--- config.mk ---
export PLATFORM = sky130hd
export DESIGN_NAME = ucode_seq
export DESIGN_NICKNAME = d
export VERILOG_FILES = /design/src/rtl/shmcp_defs.sv /design/src/rtl/ucode_rom.sv /design/src/rtl/ucode_seq.sv
export SDC_FILE = /design/constraint.sdc
export NUM_CORES = 1
export LEC_CHECK = 0
export CAP_MARGIN = 25
export CELL_PAD_IN_SITES_DETAIL_PLACEMENT = 0
export CELL_PAD_IN_SITES_GLOBAL_PLACEMENT = 1
export CORE_MARGIN = 2
export CORE_UTILIZATION = 44
export CTS_BUF_LIST = sky130_fd_sc_hd__clkbuf_2 sky130_fd_sc_hd__clkbuf_4 sky130_fd_sc_hd__clkbuf_8
export CTS_CLUSTER_DIAMETER = 30
export DETAILED_ROUTE_END_ITERATION = 6
export DONT_BUFFER_PORTS = 1
export PLACE_DENSITY_LB_ADDON = 0.1
export SLEW_MARGIN = 10
export SYNTH_ARGS = -nofsm -noshare
export SYNTH_HDL_FRONTEND = slang
export SYNTH_SLANG_ARGS = --single-unit
--- constraint.sdc ---
create_clock -name clk -period 5 [get_ports clk]
set_input_delay 1 -clock clk [delete_from_list [all_inputs] [get_ports clk]]
set_output_delay 1 -clock clk [all_outputs]
set_load 0.005 [all_outputs]
--- src/rtl/shmcp_defs.sv ---
// Constants shared by the microcode sequencer and the datapath: opcodes, ALU op codes and FSM encodings.
package shmcp_defs;

    localparam logic [3:0] OP_NOP = 4'h0;
    localparam logic [3:0] OP_LDI = 4'h1;
    localparam logic [3:0] OP_ADD = 4'h2;
    localparam logic [3:0] OP_SUB = 4'h3;
    localparam logic [3:0] OP_AND = 4'h4;
    localparam logic [3:0] OP_OR  = 4'h5;
    localparam logic [3:0] OP_XOR = 4'h6;
    localparam logic [3:0] OP_JMP = 4'h7;
    localparam logic [3:0] OP_JZ  = 4'h8;
    localparam logic [3:0] OP_OUT = 4'h9;
    localparam logic [3:0] OP_HLT = 4'hF;

    localparam logic [2:0] ALU_PASS = 3'd0;
    localparam logic [2:0] ALU_ADD  = 3'd1;
    localparam logic [2:0] ALU_SUB  = 3'd2;
    localparam logic [2:0] ALU_AND  = 3'd3;
    localparam logic [2:0] ALU_OR   = 3'd4;
    localparam logic [2:0] ALU_XOR  = 3'd5;

    localparam logic [1:0] ST_LOAD  = 2'd0;
    localparam logic [1:0] ST_FETCH = 2'd1;
    localparam logic [1:0] ST_EXEC  = 2'd2;
    localparam logic [1:0] ST_HALT  = 2'd3;

    typedef struct packed {
        logic       alu_en;
        logic [2:0] alu_op;
        logic       out_en;
        logic       jmp;
        logic       jz;
        logic       hlt;
    } ctrl_t;

endpackage

--- src/rtl/ucode_rom.sv ---
// Purely combinational opcode-to-control-word decode; unlisted opcodes decode as NOP.
module ucode_rom
    import shmcp_defs::*;
(
    input  logic [3:0] opcode,
    output logic       alu_en,
    output logic [2:0] alu_op,
    output logic       out_en,
    output logic       jmp,
    output logic       jz,
    output logic       hlt
);

    always_comb begin
        alu_en = 1'b0;
        alu_op = ALU_PASS;
        out_en = 1'b0;
        jmp    = 1'b0;
        jz     = 1'b0;
        hlt    = 1'b0;
        case (opcode)
            OP_LDI: begin alu_en = 1'b1; alu_op = ALU_PASS; end
            OP_ADD: begin alu_en = 1'b1; alu_op = ALU_ADD;  end
            OP_SUB: begin alu_en = 1'b1; alu_op = ALU_SUB;  end
            OP_AND: begin alu_en = 1'b1; alu_op = ALU_AND;  end
            OP_OR:  begin alu_en = 1'b1; alu_op = ALU_OR;   end
            OP_XOR: begin alu_en = 1'b1; alu_op = ALU_XOR;  end
            OP_JMP: jmp    = 1'b1;
            OP_JZ:  jz     = 1'b1;
            OP_OUT: out_en = 1'b1;
            OP_HLT: hlt    = 1'b1;
            default: ;
        endcase
    end

endmodule

--- src/rtl/ucode_seq.sv ---
// Two-cycle microcode sequencer: LOAD writes program bytes at pc, then FETCH/EXEC per instruction until HLT.
// Strobes are registered on the FETCH->EXEC edge so they last exactly one EXEC cycle.
module ucode_seq
    import shmcp_defs::*;
(
    input  logic       clk,
    input  logic       rst,
    input  logic       run,
    input  logic       prog_valid,
    input  logic [7:0] instr,
    input  logic       zero,
    output logic       state,
    output logic       load,
    output logic [3:0] pc,
    output logic       alu_en,
    output logic [2:0] alu_op,
    output logic [3:0] imm,
    output logic       out_en,
    output logic       halted,
    output logic       full
);

    logic [1:0] st;
    logic [7:0] ir;
    logic [3:0] rom_opcode;
    ctrl_t      ctl;

    // In FETCH the decode looks at the incoming byte so the strobes can be registered; in EXEC it looks at IR.
    assign rom_opcode = (st == ST_FETCH) ? instr[7:4] : ir[7:4];

    ucode_rom u_rom (
        .opcode (rom_opcode),
        .alu_en (ctl.alu_en),
        .alu_op (ctl.alu_op),
        .out_en (ctl.out_en),
        .jmp    (ctl.jmp),
        .jz     (ctl.jz),
        .hlt    (ctl.hlt)
    );

    assign state = (st != ST_LOAD);
    assign load  = (st == ST_LOAD) & prog_valid & ~run & ~full & ~rst;
    assign imm   = ir[3:0];

    always_ff @(posedge clk or posedge rst) begin
        if (rst) begin
            st     <= ST_LOAD;
            pc     <= 4'd1;
            ir     <= 8'h00;
            full   <= 1'b0;
            halted <= 1'b0;
            alu_en <= 1'b0;
            alu_op <= ALU_PASS;
            out_en <= 1'b0;
        end else begin
            alu_en <= 1'b0;
            alu_op <= ALU_PASS;
            out_en <= 1'b0;
            case (st)
                ST_LOAD: begin
                    if (run) begin
                        st <= ST_FETCH;
                        pc <= 4'd1;
                    end else if (prog_valid && !full) begin
                        if (pc == 4'd15) full <= 1'b1;
                        else             pc   <= pc + 4'd1;
                    end
                end
                ST_FETCH: begin
                    if (!run) begin
                        st     <= ST_LOAD;
                        pc     <= 4'd1;
                        full   <= 1'b0;
                        halted <= 1'b0;
                    end else begin
                        ir     <= instr;
                        st     <= ST_EXEC;
                        alu_en <= ctl.alu_en;
                        alu_op <= ctl.alu_op;
                        out_en <= ctl.out_en;
                    end
                end
                ST_EXEC: begin
                    if (!run) begin
                        st     <= ST_LOAD;
                        pc     <= 4'd1;
                        full   <= 1'b0;
                        halted <= 1'b0;
                    end else if (ctl.hlt) begin
                        st     <= ST_HALT;
                        halted <= 1'b1;
                    end else begin
                        st <= ST_FETCH;
                        // zero here is the flag left by the previous instruction
                        if (ctl.jmp || (ctl.jz && zero)) pc <= ir[3:0];
                        else                             pc <= pc + 4'd1;
                    end
                end
                ST_HALT: begin
                    if (!run) begin
                        st     <= ST_LOAD;
                        pc     <= 4'd1;
                        full   <= 1'b0;
                        halted <= 1'b0;
                    end
                end
                default: st <= ST_LOAD;
            endcase
        end
    end

endmodule

Yosys cells after proc, flatten, opt, wreduce, memory -nomap -nowiden
Index checks and enable logic that the tools add are counted.
- output and inout bits: 17
- register bits after elaboration: 21
- input bits: 13
- word-level logic and storage cells: 91
- reductions and logical operators: 15
- bitwise operators: 7
- add/subtract/negate cells: 1
- eq/ne operators: 25
- muxes and demuxes: 35
- operator list (kind ; count):
    2-to-1 mux 4 bit ; 8
    equality test 4 x 3 -> 1 bit, second input constant ; 4
    equality test 4 bit, second input constant ; 4
    2-to-1 mux 1 bit ; 15
    one-hot mux 3 bit (5 select lines) ; 1
    one-hot mux 4 bit (3 select lines) ; 1
    2-to-1 mux 2 bit ; 5
    != test 2 bit, second input constant ; 5
    equality test 4 x 2 -> 1 bit, second input constant ; 2
    one-hot mux 2 bit (4 select lines) ; 1
    AND reduction 4 bit ; 2
    2-to-1 mux 3 bit ; 2
    != test 3 x 2 -> 1 bit, second input constant ; 2
    != test 3 bit, second input constant ; 2
    OR reduction 6 bit ; 1
    adder 4 x 1 -> 4 bit, second input constant ; 1
    bitwise AND 1 bit ; 4
    equality test 2 bit, second input constant ; 2
    equality test 4 x 1 -> 1 bit, second input constant ; 1
    != test 2 x 1 -> 1 bit, second input constant ; 2
    one-hot mux 1 bit (2 select lines) ; 2
    AND reduction 2 bit ; 2
    nonzero test 2 bit ; 2
    inverter 1 bit ; 3
    other kinds (8) ; 9

Longest topological paths before layout
- depth after elaboration: 10
- depth in mapped cells: 7
- mapped depth without buffers: 7

Cells and area by module
From an unflattened synthesis, not the netlist that was laid out.
- cell total of the unflattened synthesis: 112
- area, all modules: 1169.9 µm²
- modules (own cells, without submodules) (module ; times used ; sequential area each (µm²) ; cells an instance ; area an instance (µm²)):
    ucode_seq ; 1 ; 526.8 ; 94 ; 1057.3
    ucode_rom ; 1 ; 0.0 ; 18 ; 112.6

Worst setup path after synthesis
No wires, ideal clock.
- kind: input to output
- start point: in run
- end point: out load
- stages: 3
- data arrival time: 1.829 ns
- required time: 4.000 ns
- path buffers: 1
- setup slack: 2.171 ns
- path through: buf_2 -> or3_1 -> nor4b_1
- word-level cells in the longest chain between the ends: 4
- ends and longest elaborated chain (item ; line ; text):
    from (decl) ; ucode_seq.sv:8 ; input logic run,
    inverter 1 bit ; ucode_seq.sv:42 ; assign load = (st == ST_LOAD) & prog_valid & ~run & ~full & ~rst;
    bitwise AND 1 bit (3 in series) ; ucode_seq.sv:42 ;
    to (decl) ; ucode_seq.sv:13 ; output logic load,
Every way passes these cells.

Final worst setup path
Ends and elaborated chain as after synthesis.

==> run summary <==
Filler cells -> 240
IO Port Bufs -> 0
Pre-CTS setup slack -> 2.23 ns
Cts repair resizes -> 0
Fin cells -> 137
Worst hold path depth -> 1
Yosys top cell by area -> dfrtp_1
Final net count -> 122
CP max stage cell -> or3_1
Setup ws final -> 2.23 ns
Setup TNS -> 0 ns
Final Hold Violating Endpoints -> 0
Cell count of the worst reg-to-reg path -> 6
CTS Hold Bufs -> 0
Multi-input gate area -> 581 um2
Final GP Congestion -> 0.730
Io pins -> 30
Inserted Diodes -> 0
Most frequent cells in the layout -> dfrtp_1, nor2_1, nand2_1
Fin crit period -> 2.77 ns
DRT iter0 DRCs -> 12
Commonest non-fill, non-tap cell in the layout -> dfrtp_1
Area delta synth->final -> 1.49%
Number of global-route vias before repair -> 847
Post-synthesis cell type count -> 39
Final setup viols -> 0
Cells after synthesis -> 110
Worst hold slack -> 0.546 ns
Min-delay src -> ir[4]
Share of layout cells above drive strength 1 -> 0.234
Clock share of power -> 0.193
Chip Height -> 55.7 um
Reg area -> 527 um2
All-layer global routing usage -> 0.153
Slowest stage delay, CP -> 0.40 ns
Met1 Usage GRT -> 0.194
Largest cells by area after synthesis -> dfrtp_1, mux2_2, nor2_1, mux2i_1, nand2_1
Max IR drop VDD -> 0.181 mV
Synthesized area per cell -> 10.7 um2
Critical path class -> in -> out
CP Cell Sequence -> or3_1, nor4b_1
Largest delay share family, worst path -> simple AND/OR/NAND/NOR gates
Slew Viols, Final -> 0
Area share of the largest cell type after synthesis -> 0.426
CTS root buf -> clkbuf_4
RSZ-0062 raised after global routing -> false
CP Max Fanout -> 8
Clock skew -> 0.0113 ns
Worst-Margin Slew -> 0.872 ns
R2r setup slk -> 2.69 ns
Crit start category -> input port
Cell count after placement -> 133
GR peak layer -> met2
Total grt overflow -> 0
Vias per Instance -> 5.66
CTS tree -> yes
CTS H-tree lvls -> 1
Antenna-violating nets left -> 0
Worst Hold Path EP -> ir[4]
RR Endpoint -> pc[1]
Critical Path RT -> 4.00 ns
Clk_lat worst skew -> 0.30 ns
Period Utilization, post-route -> 0.554
Clock tree buffer depth -> 2
CP bufs+invs -> 0
Routed len/inst -> 15.6 um
Placed inst area -> 1160 um2
Leakage power -> 0.000523 uW
M3 GR Usage -> 0.0442
Die Span X -> 55.7 um
Die area -> 3100 um2
Flop pwr share -> 0.560
Core region area -> 2500 um2
Met2 GRT Util -> 0.247
CTS Buf Count -> 3
Critical Path AT -> 1.77 ns
Syn nets -> 124
Initial core utilization -> 0.470
Clock-pin slew on the worst setup and hold paths -> 0.11 ns
HPWL Detailed -> 1610 um
Drt drc -> 0
Post-CTS Setup Inserts -> 0
Sw frac -> 0.325
Worst slew margin -> 0.415
Psw -> 144 uW
Pre-antenna DRT Iters -> 2
Synthesized area -> 1180 um2
RR Startpoint -> st[0]
Initial antenna violation count -> 0
Max cap viols -> 0
Outcome -> completed
Yosys reg bits -> 21
P_int -> 299 uW
Seq/Total Area, Yosys -> 0.448
Via count -> 775
First-pass GRT wire length -> 3830 um
Power share of the combinational group -> 0.247
Pwr Density -> 372 nW/um2
WL final -> 2140 um
Clock sink count -> 21
Largest net degree at the start of global routing -> 22
Yosys warns -> 0
Min-Delay Path Class -> reg -> reg
Cell area after layout -> 1190 um2
Row count -> 18
Fmax achieved -> 361 MHz
Setup crit end kind -> output port
==> metal layers <==
metal  vias to the layer above  wire (um)
li1                        381          -
met1                       373       1040
met2                        19        950
met3                         2        136
met4                         0         13
met5                         -          0
==> cells by family after synthesis <==
kind of cell    Yosys count  share of synthesized area
fa+ha+maj                 1                     0.0106
buf+inv                  12                     0.0585
mux                      16                      0.157
flops                    21                      0.448
simple gates             41                      0.188
compound gates           19                      0.137
==> worst max-delay path by stage <==
stage                     startpoint    to  slack (ns)  cells after the start
after global placement           run  load        2.24                      2
after detailed placement         run  load        2.23                      2
after global routing             run  load        2.17                      2
after CTS                        run  load        2.22                      2
final                            run  load        2.23                      2
after floorplan                  run  load        2.17                      3
==> synth_stat cells <==
library cell / number
buf_2: 1
nand3_1: 3
dfstp_2: 1
mux2i_2: 1
nor3_1: 1
buf_6: 1
a211o_1: 1
mux2i_1: 4
a21boi_1: 1
o21ai_1: 1
o31ai_2: 1
a2111oi_4: 1
nor3b_1: 1
and3_1: 1
nand4b_1: 1
ha_1: 1
buf_4: 4
a31oi_1: 2
nor2_1: 11
nor3b_2: 1
o211a_1: 1
nand2_1: 10
a221o_1: 1
or3_1: 1
o21ai_0: 1
a21oi_1: 3
mux2_2: 9
nor2b_4: 1
inv_1: 5
a32o_1: 1
o211ai_1: 1
a21o_1: 1
dfrtp_1: 20
nor4b_1: 2
clkbuf_1: 1
a211oi_1: 3
or2_2: 4
mux2_4: 2
nor2b_1: 4
==> flip-flops by register name, summed over array words and instances, names as in the netlist <==
name,cells
alu_en,1
pc,4
ir,8
alu_op,3
full,1
st,2
out_en,1
halted,1
==> through the flow <==
stage	utilization	power, uW
6_report	0.477	444
5_1_grt	0.477	475
4_1_cts	0.477	449
3_5_place_dp	0.465	363
3_3_place_gp	0.465	361
2_1_floorplan	-	347
==> final cells by class <==
cell class	count	area share
multi-input cells	77	0.486
clock buffers	4	0.0252
well taps	30	0.0314
inverters	5	0.0157
flip-flops and latches	21	0.441
==> power groups by stage <==
stage / registers [uW] / logic (uW) / clock network (uW)
finish: 248 / 110 / 85.6
CTS: 249 / 111 / 89.5
global placement: 252 / 110 / 0
floorplan: 238 / 109 / 0
detailed placement: 252 / 111 / 0
global route: 254 / 125 / 95.2
Power figures use the tool's default switching activity.
==> RTL change (same flow settings) <==
Reset style: synchronous (`rst`), changed in one clocked block.
--- a/src/rtl/ucode_seq.sv
+++ b/src/rtl/ucode_seq.sv
@@ -44,3 +44,3 @@
 
-    always_ff @(posedge clk or posedge rst) begin
+    always_ff @(posedge clk) begin
         if (rst) begin
Formal check against the unedited RTL: differs if rst is asserted again (counterexample within 4 cycles, from zero or initial values and one cycle with rst high); with rst held inactive, the same outputs for 10 cycles.
==> RTL change against the unedited design <==
  * Via count is 24% higher
  * Synthesized cell count is 25% higher
  * Area after synthesis shrank 3.8%
  * Sequential share of layout area is 7.8 points lower
  * Cell area is 3.1% lower
  * Wire length rose by 22%
  * Sequential cell count unchanged
  * Clock skew shrank 10 ps
  * Worst setup slack better by 250 ps
  * Highest routed layer unchanged
Power is not compared: it rests on default switching activity, and its combinational part moved more than twofold at a synthesized area within 25%.
==> RTL change: results (changes against the unedited design) <==
| Metric | Value |
|---|---|
| DR vias | 958 (+24%) |
| Largest cells by area after synthesis | dfxtp_1 37%, a21oi_1 5.8%, mux2i_1 5.3% |
| Final GP Congestion | 0.754 (+3.2%) |
| Top-count cell post-synth | dfxtp_1 |
| Crit path DAT | 1520 ps (-250 ps) |
| Post-DP HPWL | 1910 µm (+18%) |
| Met1 usage | 27.0% (+7.6 points) |
| Number of global-route vias before repair | 856 (+1.1%) |
| Crit path max fanout | 14 (+6) |
| Area delta synth->final | 2.21% |
| Syn_nets | 151 (+22%) |
| Share of layout cells above drive strength 1 | 8.27% (-15 points) |
| Internal | 0.000226 W |
| Reg2reg start | st[1]$_SDFFE_PP0P_ |
| Seq/Total Area, Yosys | 37.2% (-7.6 points) |
| WL final | 2620 µm (+22%) |
| Drt pass-1 iters | 6 (+4) |
| Pin count of the biggest net entering global routing | 18 (-18%) |
| Hold Path Origin | ir[1]$_SDFFE_PP0P_ |
| Tot GR Track Use | 18.7% (+3.4 points) |
| Dpl cell area | 0.00112 mm² (-3.9%) |
| Main flop type after synthesis | dfxtp_1 |
| Synth cell types | 40 (+2.6%) |
| First-pass GRT wire length | 3940 µm (+2.9%) |
| R2R Setup Slk | 2860 ps (+170 ps) |
| Detailed router's first-iteration violation count | 23 (+11) |
| Most frequent cells after synthesis | 21 x dfxtp_1, 15 x nand2_1, 14 x nor2_1, 13 x a21oi_1, 9 x nand3_1 |
| Reg2reg end | pc[1]$_SDFFE_PP0P_ |
| Grt met2 use | 25.8% (+1.1 points) |
| Worst hold slack | 496 ps (-50.3 ps) |
| Clock Skew | 1.28 ps (-10.0 ps) |
| Status | finished, final reports clean |
| Hold Path Stages | 2 (+1) |
| Final net count | 148 (+21%) |
| Ys async rst share | 0% (-100 points) |
| Met3 usage | 6.83% (+2.4 points) |
| Worst Max-Slew Pin Slew | 422 ps (-450 ps) |
| Filler cells | 261 (+8.8%) |
[RTL change: layout make-up]
class / count / share of cell area [%]
tap: 30 / 3.25
clock buffer: 4 / 2.60
inverter: 5 / 1.62
multi-input combinational: 102 / 55.5
sequential: 21 / 36.4
timing repair buffer: 1 / 0.649
[RTL change: critical path, stage by stage]
cell	delay, ps
inv_1	130
nand2_1	140
nor3_1	260
[RTL change: how the worst max path moves through the flow]
stage | start | slack (ps) | endpoint | depth (start not counted)
after floorplan | run | 2580 | load | 3
after global placement | st[0]$_SDFFE_PP0P_ | 2430 | pc[1]$_SDFFE_PP0P_ | 6
after detailed placement | st[0]$_SDFFE_PP0P_ | 2350 | pc[1]$_SDFFE_PP0P_ | 6
after CTS | st[0]$_SDFFE_PP0P_ | 2330 | pc[1]$_SDFFE_PP0P_ | 6
after global routing | run | 2440 | load | 3
final | run | 2480 | load | 3
[RTL change: logic make-up (layout without fill, tap and decap cells)]
kind of cell	count (synthesis)	count (layout)	share of synthesized area, %
adder cells (fa/ha/maj)	1	1	1.11
XOR/XNOR	1	1	0.774
multiplexers	8	8	7.63
buffers and inverters	14	10	6.08
flip-flops	21	21	37.2
AND/OR/NAND/NOR	60	60	26.7
AO/OA/AOI/OAI	32	32	20.6
[RTL change: metrics by stage]
stage	cells	worst slack [ps]
6_report	163	2480
5_1_grt	163	2440
3_3_place_gp	158	2430
4_1_cts	162	2330
3_5_place_dp	158	2350
2_1_floorplan	137	2580
[RTL change: metal layers]
| layer | vias up | wire, µm |
|---|---|---|
| met5 | - | 0 |
| met4 | 0 | 27 |
| met3 | 4 | 185 |
| met2 | 26 | 1140 |
| met1 | 446 | 1270 |
| li1 | 482 | - |
[RTL change: power by group through the flow]
| stage | combinational [W] | clock, W | sequential [W] |
|---|---|---|---|
| floorplan | 0.0000370 | 0 | 0.000181 |
| global placement | 0.0000376 | 0 | 0.000182 |
| detailed placement | 0.0000383 | 0 | 0.000183 |
| CTS | 0.0000386 | 0.0000908 | 0.000179 |
| global route | 0.0000434 | 0.0000982 | 0.000180 |
| finish | 0.0000394 | 0.0000881 | 0.000179 |
